### src/rtl/fwd_pkg.sv
`default_nettype none
// ============================================================================
//  Module   : fwd_pkg
//  Purpose  : Shared types and constants for the forwarding / load-use
//             hazard controller. Holds the operand-mux select encoding and
//             the per-stage destination metadata record.
//  Revision : 1.0 - initial release
// ============================================================================
package fwd_pkg;

    // Default register index width and XZR index.
    localparam int unsigned REG_W_DEF    = 5;
    localparam int unsigned ZERO_REG_DEF = 31;

    // EX-stage operand mux select encoding.
    localparam logic [1:0] FWD_REG   = 2'b00;
    localparam logic [1:0] FWD_EXMEM = 2'b01;
    localparam logic [1:0] FWD_MEMWB = 2'b10;
    localparam logic [1:0] FWD_ZERO  = 2'b11;

    // Destination-register metadata carried by each shadow stage.
    typedef struct packed {
        logic                 valid;
        logic [REG_W_DEF-1:0] rd;
        logic                 regwrite;
        logic                 memread;
    } stage_meta_t;

endpackage
`default_nettype wire

### src/rtl/fwd_src_sel.sv
`default_nettype none
// ============================================================================
//  Module   : fwd_src_sel
//  Purpose  : Combinational forwarding select for one EX operand.
//             XZR reads zero; otherwise the newest producer (EX before MEM)
//             wins; anything else reads the register file.
//  Ports    : src/uses           - source register and whether it is read
//             ex_*/mem_*         - EX and MEM shadow entry fields
//             sel                - 2-bit operand mux select
//  Revision : 1.0 - initial release
// ============================================================================
module fwd_src_sel
    import fwd_pkg::*;
#(
    parameter int unsigned REG_W    = REG_W_DEF,
    parameter int unsigned ZERO_REG = ZERO_REG_DEF
) (
    input  logic [REG_W-1:0] src,
    input  logic             uses,
    input  logic             ex_valid,
    input  logic [REG_W-1:0] ex_rd,
    input  logic             ex_regwrite,
    input  logic             mem_valid,
    input  logic [REG_W-1:0] mem_rd,
    input  logic             mem_regwrite,
    output logic [1:0]       sel
);

    localparam logic [REG_W-1:0] C_ZERO = REG_W'(ZERO_REG);

    logic w_ex_writer;
    logic w_mem_writer;

    // A write to XZR is discarded, so it is never a forwarding source.
    assign w_ex_writer  = ex_valid  & ex_regwrite  & (ex_rd  != C_ZERO);
    assign w_mem_writer = mem_valid & mem_regwrite & (mem_rd != C_ZERO);

    always_comb begin
        sel = FWD_REG;
        if (!uses) begin
            sel = FWD_REG;
        end else if (src == C_ZERO) begin
            sel = FWD_ZERO;
        end else if (w_ex_writer && (ex_rd == src)) begin
            sel = FWD_EXMEM;
        end else if (w_mem_writer && (mem_rd == src)) begin
            sel = FWD_MEMWB;
        end
    end

endmodule
`default_nettype wire

### src/rtl/fwd_hazard_ctrl.sv
`default_nettype none
// ============================================================================
//  Module   : fwd_hazard_ctrl
//  Purpose  : Forwarding and load-use hazard controller for the 5-stage
//             pipeline. Tracks EX/MEM/WB destination metadata, registers the
//             EX operand mux selects and raises a one-cycle load-use stall.
//  Ports    : clk, reset (async, active-high)
//             id_*        - decoded ID-stage instruction fields
//             flush       - squash the ID instruction
//             fwd_a_sel   - operand A select, valid during EX
//             fwd_b_sel   - operand B select, valid during EX
//             stall       - combinational hold of PC and IF/ID
//             stall_count - saturating count of stall cycles
//  Revision : 1.0 - initial release
// ============================================================================
module fwd_hazard_ctrl
    import fwd_pkg::*;
#(
    parameter int unsigned REG_W    = REG_W_DEF,
    parameter int unsigned ZERO_REG = ZERO_REG_DEF,
    parameter int unsigned CNT_W    = 32
) (
    input  logic             clk,
    input  logic             reset,
    input  logic             id_valid,
    input  logic [REG_W-1:0] id_rn,
    input  logic [REG_W-1:0] id_rm,
    input  logic             id_uses_rn,
    input  logic             id_uses_rm,
    input  logic [REG_W-1:0] id_rd,
    input  logic             id_regwrite,
    input  logic             id_memread,
    input  logic             flush,
    output logic [1:0]       fwd_a_sel,
    output logic [1:0]       fwd_b_sel,
    output logic             stall,
    output logic [CNT_W-1:0] stall_count
);

    localparam logic [REG_W-1:0] C_ZERO = REG_W'(ZERO_REG);

    stage_meta_t      r_ex;
    stage_meta_t      r_mem;
    stage_meta_t      r_wb;   // visibility only: regfile is write-before-read
    logic [1:0]       r_fwd_a_sel;
    logic [1:0]       r_fwd_b_sel;
    logic [CNT_W-1:0] r_stall_count;

    logic [1:0]       w_a_sel;
    logic [1:0]       w_b_sel;
    logic             w_load_hit;
    logic             w_stall;
    logic             w_bubble;

    fwd_src_sel #(
        .REG_W    (REG_W),
        .ZERO_REG (ZERO_REG)
    ) u_sel_a (
        .src          (id_rn),
        .uses         (id_uses_rn),
        .ex_valid     (r_ex.valid),
        .ex_rd        (r_ex.rd),
        .ex_regwrite  (r_ex.regwrite),
        .mem_valid    (r_mem.valid),
        .mem_rd       (r_mem.rd),
        .mem_regwrite (r_mem.regwrite),
        .sel          (w_a_sel)
    );

    fwd_src_sel #(
        .REG_W    (REG_W),
        .ZERO_REG (ZERO_REG)
    ) u_sel_b (
        .src          (id_rm),
        .uses         (id_uses_rm),
        .ex_valid     (r_ex.valid),
        .ex_rd        (r_ex.rd),
        .ex_regwrite  (r_ex.regwrite),
        .mem_valid    (r_mem.valid),
        .mem_rd       (r_mem.rd),
        .mem_regwrite (r_mem.regwrite),
        .sel          (w_b_sel)
    );

    // A load in EX only has its data at the end of MEM, so a dependent
    // instruction in ID must wait one cycle and then pick it up from MEM/WB.
    assign w_load_hit = r_ex.valid & r_ex.memread & r_ex.regwrite
                      & (r_ex.rd != C_ZERO)
                      & ((id_uses_rn & (id_rn == r_ex.rd))
                       | (id_uses_rm & (id_rm == r_ex.rd)));

    // Flush wins over stall: the dependent instruction is being squashed.
    assign w_stall  = ~reset & id_valid & ~flush & w_load_hit;
    assign w_bubble = flush | w_stall | ~id_valid;

    always_ff @(posedge clk or posedge reset) begin
        if (reset) begin
            r_ex          <= '0;
            r_mem         <= '0;
            r_wb          <= '0;
            r_fwd_a_sel   <= FWD_REG;
            r_fwd_b_sel   <= FWD_REG;
            r_stall_count <= '0;
        end else begin
            r_mem <= r_ex;
            r_wb  <= r_mem;
            if (w_bubble) begin
                r_ex        <= '0;
                r_fwd_a_sel <= FWD_REG;
                r_fwd_b_sel <= FWD_REG;
            end else begin
                r_ex.valid    <= 1'b1;
                r_ex.rd       <= id_rd;
                r_ex.regwrite <= id_regwrite;
                r_ex.memread  <= id_memread;
                r_fwd_a_sel   <= w_a_sel;
                r_fwd_b_sel   <= w_b_sel;
            end
            if (w_stall && (r_stall_count != '1)) begin
                r_stall_count <= r_stall_count + CNT_W'(1);
            end
        end
    end

    // The WB entry is always last cycle's MEM entry.
    a_wb_follows_mem : assert property (
        @(posedge clk) disable iff (reset) r_wb == $past(r_mem)
    );

    assign fwd_a_sel   = r_fwd_a_sel;
    assign fwd_b_sel   = r_fwd_b_sel;
    assign stall       = w_stall;
    assign stall_count = r_stall_count;

endmodule
`default_nettype wire

### config.mk
export PLATFORM = sky130hd
export DESIGN_NAME = fwd_hazard_ctrl
export DESIGN_NICKNAME = d
export VERILOG_FILES = /design/src/rtl/fwd_pkg.sv /design/src/rtl/fwd_src_sel.sv /design/src/rtl/fwd_hazard_ctrl.sv
export SDC_FILE = /design/constraint.sdc
export NUM_CORES = 1
export LEC_CHECK = 0
export ABC_AREA = 1
export CORE_MARGIN = 1.5
export CORE_UTILIZATION = 45
export DETAILED_ROUTE_END_ITERATION = 8
export PLACE_DENSITY = 0.74
export SLEW_MARGIN = 20
export SYNTH_ARGS = -nofsm -noshare
export SYNTH_HDL_FRONTEND = slang
export SYNTH_SLANG_ARGS = --single-unit
### constraint.sdc
create_clock -name clk -period 1.63 [get_ports clk]
set_input_delay 0.163 -clock clk [delete_from_list [all_inputs] [get_ports clk]]
set_output_delay 0.163 -clock clk [all_outputs]
set_load 0.01 [all_outputs]
==> out/metrics.yaml, run 1 <==
status:
  status: "finished with violations"
  violations: "negative setup slack"
worst_hold_path:
  hold_path.class: "primary input to flop"
power:
  vdd_drop_max_uv: 398
  power.internal_mw: 1.89
  total_power_mw: 2.48
  p_sw_mw: 0.590
  p_leak_nw: 2.59
  p_sw_share_pct: 23.7
  clkPwrFrac_pct: 36.5
  power.density_mw_per_mm2: 492
  power_frac_comb_pct: 11.2
  pwr-share-seq_pct: 52.3
sta:
  min_period_over_period_pct: 112
  period_minus_slack_ps: 1820
  final-hold-violation-count: 0
  max_freq_ghz: 0.550
  fin_skew_ps: 8.72
  setup_slack_ps: -188
  tightest_slew_ps: 405
  rsz0062_at_grt: "true"
  final_max_slew_viol_count: 0
  finalSetupViolCount: 33
  max_slew_margin_pct: 72.7
setup_path:
  cp-end-kind: "flop"
  start_kind: "flop"
  cp_top_family: "buffers and inverters"
  r2r_slack_ps: -190
  timing.critical_path.buf_inv: 4
  critPathKind: "flop to flop"
  cp_slowest_stage_delay_ps: 400
  path_cells: "buf_4 > xnor2_2 > nand4_1 > nand2_2 > buf_6 > buf_6 > nand4_4 > clkbuf_16 > nand2_1 > nand2_1"
  cp_slowest_cell: "dfrtp_1"
  crit_path_max_fanout: 13
  required_ps: 1840
  crit_arrival_ps: 2030
synth:
  synth_top_family_by_area: "simple AND/OR/NAND/NOR gates"
  syn_area_per_cell_um2: 7.17
  synthAdderAreaFrac_pct: 0.404
  ys_seq_area_share_pct: 41.2
  synthMuxAreaShare_pct: 0
  synth_area_mm2: 0.00310
  yosys.area_share.simple_pct: 39.7
  ys_ff_latch: 51
  synth.distinct_cells: 25
  synth_xor_area_share_pct: 10.2
  syn_nets: 456
  ys_warn_count: 0
  synthArstFlopShare_pct: 100
  ys.flop_type: "dfrtp_1"
  synth_compound_area_share_pct: 0.889
  syn_inst: 432
  synth-edff-count: 0
finish:
  diodes: 0
  drive_above_1_share_pct: 31.1
  multi_input_area_mm2: 0.00185
  final_cell_mix: "nand2_1, buf_4, clkdlybuf4s50_1"
  final_util_pct: 75.0
  layout.nets: 621
  filler_cell_count: 435
  regArea_mm2: 0.00128
  final_cell_area_mm2: 0.00504
  area.growth.synth_to_final_pct: 62.8
  final_common_cell: "nand2_1"
clock_network:
  cts-root-buf: "clkbuf_8"
  ctsHtreeMaxLevel: 2
  clockBufferDepth: 2
  numCtsBuffers: 5
  clock_latency_ps: 310
  clock-sinks: 51
  cts_tree: "built"
  clk_pin_slew_ps: 100
  hold_buffers: 0
die:
  dieArea_mm2: 0.00739
  die_width_um: 86.0
  die_y_um: 86.0
  pin_count: 60
  core_area_mm2: 0.00672
  initial_utilization_pct: 46.1
  rows: 30
placed_design:
  dpl_worst_slack_ps: -431
  dpl.hpwl_um: 6520
  placed_area_mm2: 0.00442
  port_buffers: 59
  place_congestion: 0.961
global_routing:
  gr-total-overflow: 0
  grt_pass1_vias: 3344
  antenna_found_initial: 0
  grtUsageTotal_pct: 26.8
  grt_max_degree: 34
  grt_pass1_wl_um: 15600
detailed_routing:
  wl_um: 10600
  vias: 3588
  drcViolationCount: 0
  vias_per_cell: 5.29
  routedWlPerCell_um: 15.6
  drtIter0Drc: 365
  drtPass1Iterations: 5
  ant_nets: 0
run:
  cap_viol_max_count: 0
-- cell type report --
type	instances	area share, %
Sequential cell	51	25.5
Inverter	48	3.67
Clock inverter	2	0.744
Timing Repair Buffer	164	30.0
Clock buffer	6	1.44
Multi-Input combinational cell	327	36.7
Tap cell	80	1.99
-- flip-flops by register name (all words and copies together), names as in the netlist --
| name | count |
|---|---|
| fwd_b_sel | 2 |
| stall_count | 32 |
| r_ex | 8 |
| fwd_a_sel | 2 |
| r_mem | 7 |
-- power by group through the flow --
stage                     clock network (mW)  logic (mW)  registers (mW)
after floorplan                            0      0.0846            1.32
after global placement                     0       0.227            1.32
after detailed placement                   0       0.231            1.32
after CTS                              0.914       0.254            1.30
after global routing                   0.977       0.305            1.30
final                                  0.906       0.279            1.30
-- worst reg2reg max path: stages (launching register included) --
cell,delay (ps)
dfrtp_1,400
buf_4,170
xnor2_2,200
nand4_1,130
nand2_2,100
buf_6,120
buf_6,100
nand4_4,130
clkbuf_16,230
nand2_1,70
nand2_1,60
-- synth_stat cells (2+ instances only) --
master,instances,area [um^2]
buf_6,4,45.0
xnor2_1,11,96.3
nor2_4,2,22.5
nor3_1,15,75.1
xor2_1,25,219
nor2_1,46,173
inv_1,47,176
nand3_2,3,30.0
buf_2,2,10.0
o21ai_0,2,10.0
nand2_1,176,661
nor2_2,2,12.5
nor3b_1,2,15.0
dfrtp_1,51,1280
nand3_1,23,115
nand4_1,12,75.1
-- per-stage QoR --
stage               TNS, ps  std cells  hold WS, ps
floorplan              -783        432          269
global placement     -10390        646          459
detailed placement   -13230        646          463
CTS                   -2670        670          362
global route          -6550        678          355
finish                -4680        678          359
-- final timing paths --
check / start / endpoint / cells after the start
min: id_rd[0] / r_ex[2]$_DFF_PP0_ / 3
max: r_ex[6]$_DFF_PP0_ / stall_count[23]$_DFFE_PP0P_ / 10
max reg2reg: r_ex[6]$_DFF_PP0_ / stall_count[23]$_DFFE_PP0P_ / 10
max in group asynchronous: reset / r_ex[2]$_DFF_PP0_ / 4
min reg2reg: r_ex[5]$_DFF_PP0_ / r_mem[5]$_DFF_PP0_ / 0
min in group asynchronous: reset / stall_count[16]$_DFFE_PP0P_ / 4
-- cells by family (layout without fill, tap and decap cells) --
| family | Yosys count | after routing |
|---|---|---|
| and+or+nand+nor | 286 | 286 |
| buffers and inverters | 54 | 220 |
| DFF | 51 | 51 |
| xor gates and xnor gates | 36 | 36 |
| AOI/OAI and AO/OA | 4 | 4 |
| adders and majority gates | 1 | 1 |
-- what timing repair did --
action / CTS / global route
resized for setup: 47 / 45
setup buffers: 14 / 9
setup endpoints to repair: 45 / 47
pin swaps: 15 / 22
cloned: 2 / 3
-- routing by layer --
| layer | up-vias | share of wire [%] | GRT usage (%) | routed length (um) |
|---|---|---|---|---|
| met5 | - | 0 | 0 | 0 |
| met4 | 0 | 3.6 | 9.97 | 384 |
| met3 | 44 | 7.0 | 3.85 | 745 |
| met2 | 188 | 48 | 43.9 | 5060 |
| met1 | 1681 | 41 | 36.1 | 4380 |
| li1 | 1675 | - | - | - |
(Power assumes the default switching activity.)
==> inputs of run 2 (changes only) <==
- CAP_MARGIN: not set -> 0
==> results of run 2 <==
Final layout, timing and power as in run 1 (identical DEF).
==> inputs of run 3 (changes only) <==
- SETUP_SLACK_MARGIN: not set -> 0.02
==> run 3 against run 2 <==
Against the previous run:
- the run ends with design-rule violations, negative setup slack left
- maximum frequency is 2.1% higher
- cell count fell by 0.15%
- count of clock-buffer cells in the layout unchanged
- via count is 1.9% lower
- worst hold slack worse by 1.9 ps
- die area stayed put
- global-route usage increased by 1.2 points
- flip-flop and latch count unchanged
- first-iteration DRC count fell by 42%
- cell area shrank 0.22%
- clock skew is 4.2 ps higher
- largest power group unchanged
==> out/metrics.yaml, run 3 (synthesis gave the netlist of run 1 again) <==
status:
  status: "finished with violations"
  violations: "design-rule violations, negative setup slack"
finish:
  final_common_cell: "nand2_1"
  regArea_mm2: 0.00128
  drive_above_1_share_pct: 31.5
  layout.nets: 620
  diodes: 0
  filler_cell_count: 456
  final_cell_mix: "nand2_1, buf_4, clkdlybuf4s50_1"
  final_cell_area_mm2: 0.00503
  multi_input_area_mm2: 0.00188
  finalNonFillerCells: 677
  area.growth.synth_to_final_pct: 62.5
  largest_reg_flops: 32
detailed_routing:
  drtPass1Iterations: 7
  routedWlPerCell_um: 15.0
  drcViolationCount: 1
  vias: 3519
  ant_nets: 0
  wl_um: 10200
  vias_per_cell: 5.20
  drtIter0Drc: 212
sta:
  max_slew_margin_pct: 68.6
  final_max_slew_viol_count: 0
  tightest_slew_ps: 468
  period_minus_slack_ps: 1780
  finalSetupViolCount: 32
  tns_ps: -3580
  setup_slack_ps: -150
  max_freq_ghz: 0.562
  rsz0062_at_grt: "true"
  fin_skew_ps: 13.0
  final-hold-violation-count: 0
  min_period_over_period_pct: 109
power:
  vdd_drop_max_uv: 438
  p_sw_share_pct: 24.0
  clkPwrFrac_pct: 36.4
  pwr-share-seq_pct: 52.1
  power.internal_mw: 1.90
  power.density_mw_per_mm2: 496
  p_sw_mw: 0.598
  p_leak_nw: 2.61
  power_frac_comb_pct: 11.5
  total_power_mw: 2.49
die:
  initial_utilization_pct: 46.1
  pin_count: 60
  dieArea_mm2: 0.00739
  core_area_mm2: 0.00672
  rows: 30
  die_width_um: 86.0
  die_y_um: 86.0
placed_design:
  place_congestion: 0.961
  dpl.hpwl_um: 6520
  dp_cells: 646
  port_buffers: 59
  placed_area_mm2: 0.00442
worst_hold_path:
  hold_path.class: "primary input to flop"
global_routing:
  grt_most_used_layer: "met2"
  grtUsageTotal_pct: 28.0
  grt_use_met2_pct: 46.8
  grt_pass1_wl_um: 16200
  grt_pass1_vias: 3370
  gr-total-overflow: 0
  antenna_found_initial: 0
  grt_max_degree: 34
  use_met1_pct: 37.4
  grt_util_met3_pct: 4.43
setup_path:
  r2r_start: "stall_count[17]$_DFFE_PP0P_"
  critPathKind: "flop to flop"
  r2r-end: "stall_count[2]$_DFFE_PP0P_"
  crit_path_max_fanout: 27
  rr_worst_depth: 9
  cp-end-kind: "flop"
  r2r_slack_ps: -150
  crit_start: "stall_count[17]$_DFFE_PP0P_"
  crit_path_end: "stall_count[2]$_DFFE_PP0P_"
  required_ps: 1870
  start_kind: "flop"
  crit_arrival_ps: 2020
clock_network:
  hold_buffers: 0
  clk_pin_slew_ps: 110
  ctsHtreeMaxLevel: 2
  cts_tree: "built"
  clock_latency_ps: 310
  numCtsBuffers: 5
  cts-root-buf: "clkbuf_8"
  clock-sinks: 51
  clockBufferDepth: 2
run:
  cap_viol_max_count: 0
## run 3: cell count changes in the layout (fill, tap and decap cells not counted), moves of 2 or more
| cell | previous run | this run |
|---|---|---|
| nor3_2 | 7 | 5 |
| nor2_1 | 32 | 30 |
| dlymetal6s2s_1 | 1 | 3 |
| clkbuf_16 | 3 | 0 |
## run 3: critical path, stage by stage, from the launching register on
cell,delay (ps)
dfrtp_1,460
nand2_1,110
nor2_1,230
nand3_1,100
inv_1,200
nand3_4,140
nand4_4,120
buf_12,180
nand2_1,70
nand2_1,70
## run 3: per-layer routing
layer	vias to the layer above	routed length (um)
met5	-	0
met4	0	300
met3	38	722
met2	163	5000
met1	1651	4150
li1	1667	-
## run 3: timing repair
action	in CTS	in global routing
buffers inserted	14	10
gates resized for setup	49	50
setup endpoints to repair	46	47
cloned	3	0
pin swaps	15	25
## run 3: cell type report
class                   instances  share of cell area, %
repair buffers                163                   29.3
multi-input cells             327                   37.3
clock buffers                   6                   1.44
clock inverters                 2                  0.746
well taps                      80                   1.99
flip-flops and latches         51                   25.5
inverters                      48                   3.68
## run 3: how the worst min path moves through the flow
| stage | from | endpoint | slack [ps] | cells after the start |
|---|---|---|---|---|
| 6_report | id_rd[0] | r_ex[2]$_DFF_PP0_ | 360 | 3 |
| 5_1_grt | id_rd[3] | r_ex[5]$_DFF_PP0_ | 360 | 3 |
| 4_1_cts | id_rd[0] | r_ex[2]$_DFF_PP0_ | 360 | 3 |
| 3_5_place_dp | r_ex[1]$_DFF_PP0_ | r_mem[1]$_DFF_PP0_ | 460 | 1 |
| 3_3_place_gp | r_ex[3]$_DFF_PP0_ | r_mem[3]$_DFF_PP0_ | 460 | 0 |
| 2_1_floorplan | id_memread | r_ex[0]$_DFF_PP0_ | 270 | 2 |
## run 3: power by group through the flow
stage	logic, mW	clock network, mW	registers, mW
floorplan	0.0846	0	1.32
global placement	0.227	0	1.32
detailed placement	0.231	0	1.32
CTS	0.266	0.914	1.30
global route	0.312	0.973	1.30
finish	0.286	0.909	1.30
## run 3: stage by stage
stage / util, % / setup WS [ps] / hold WS, ps
6_report: 74.9 / -150 / 357
3_5_place_dp: 65.8 / -431 / 463
2_1_floorplan: - / -40.4 / 269
3_3_place_gp: 65.8 / -366 / 459
4_1_cts: 72.5 / -108 / 361
5_1_grt: 74.9 / -233 / 359
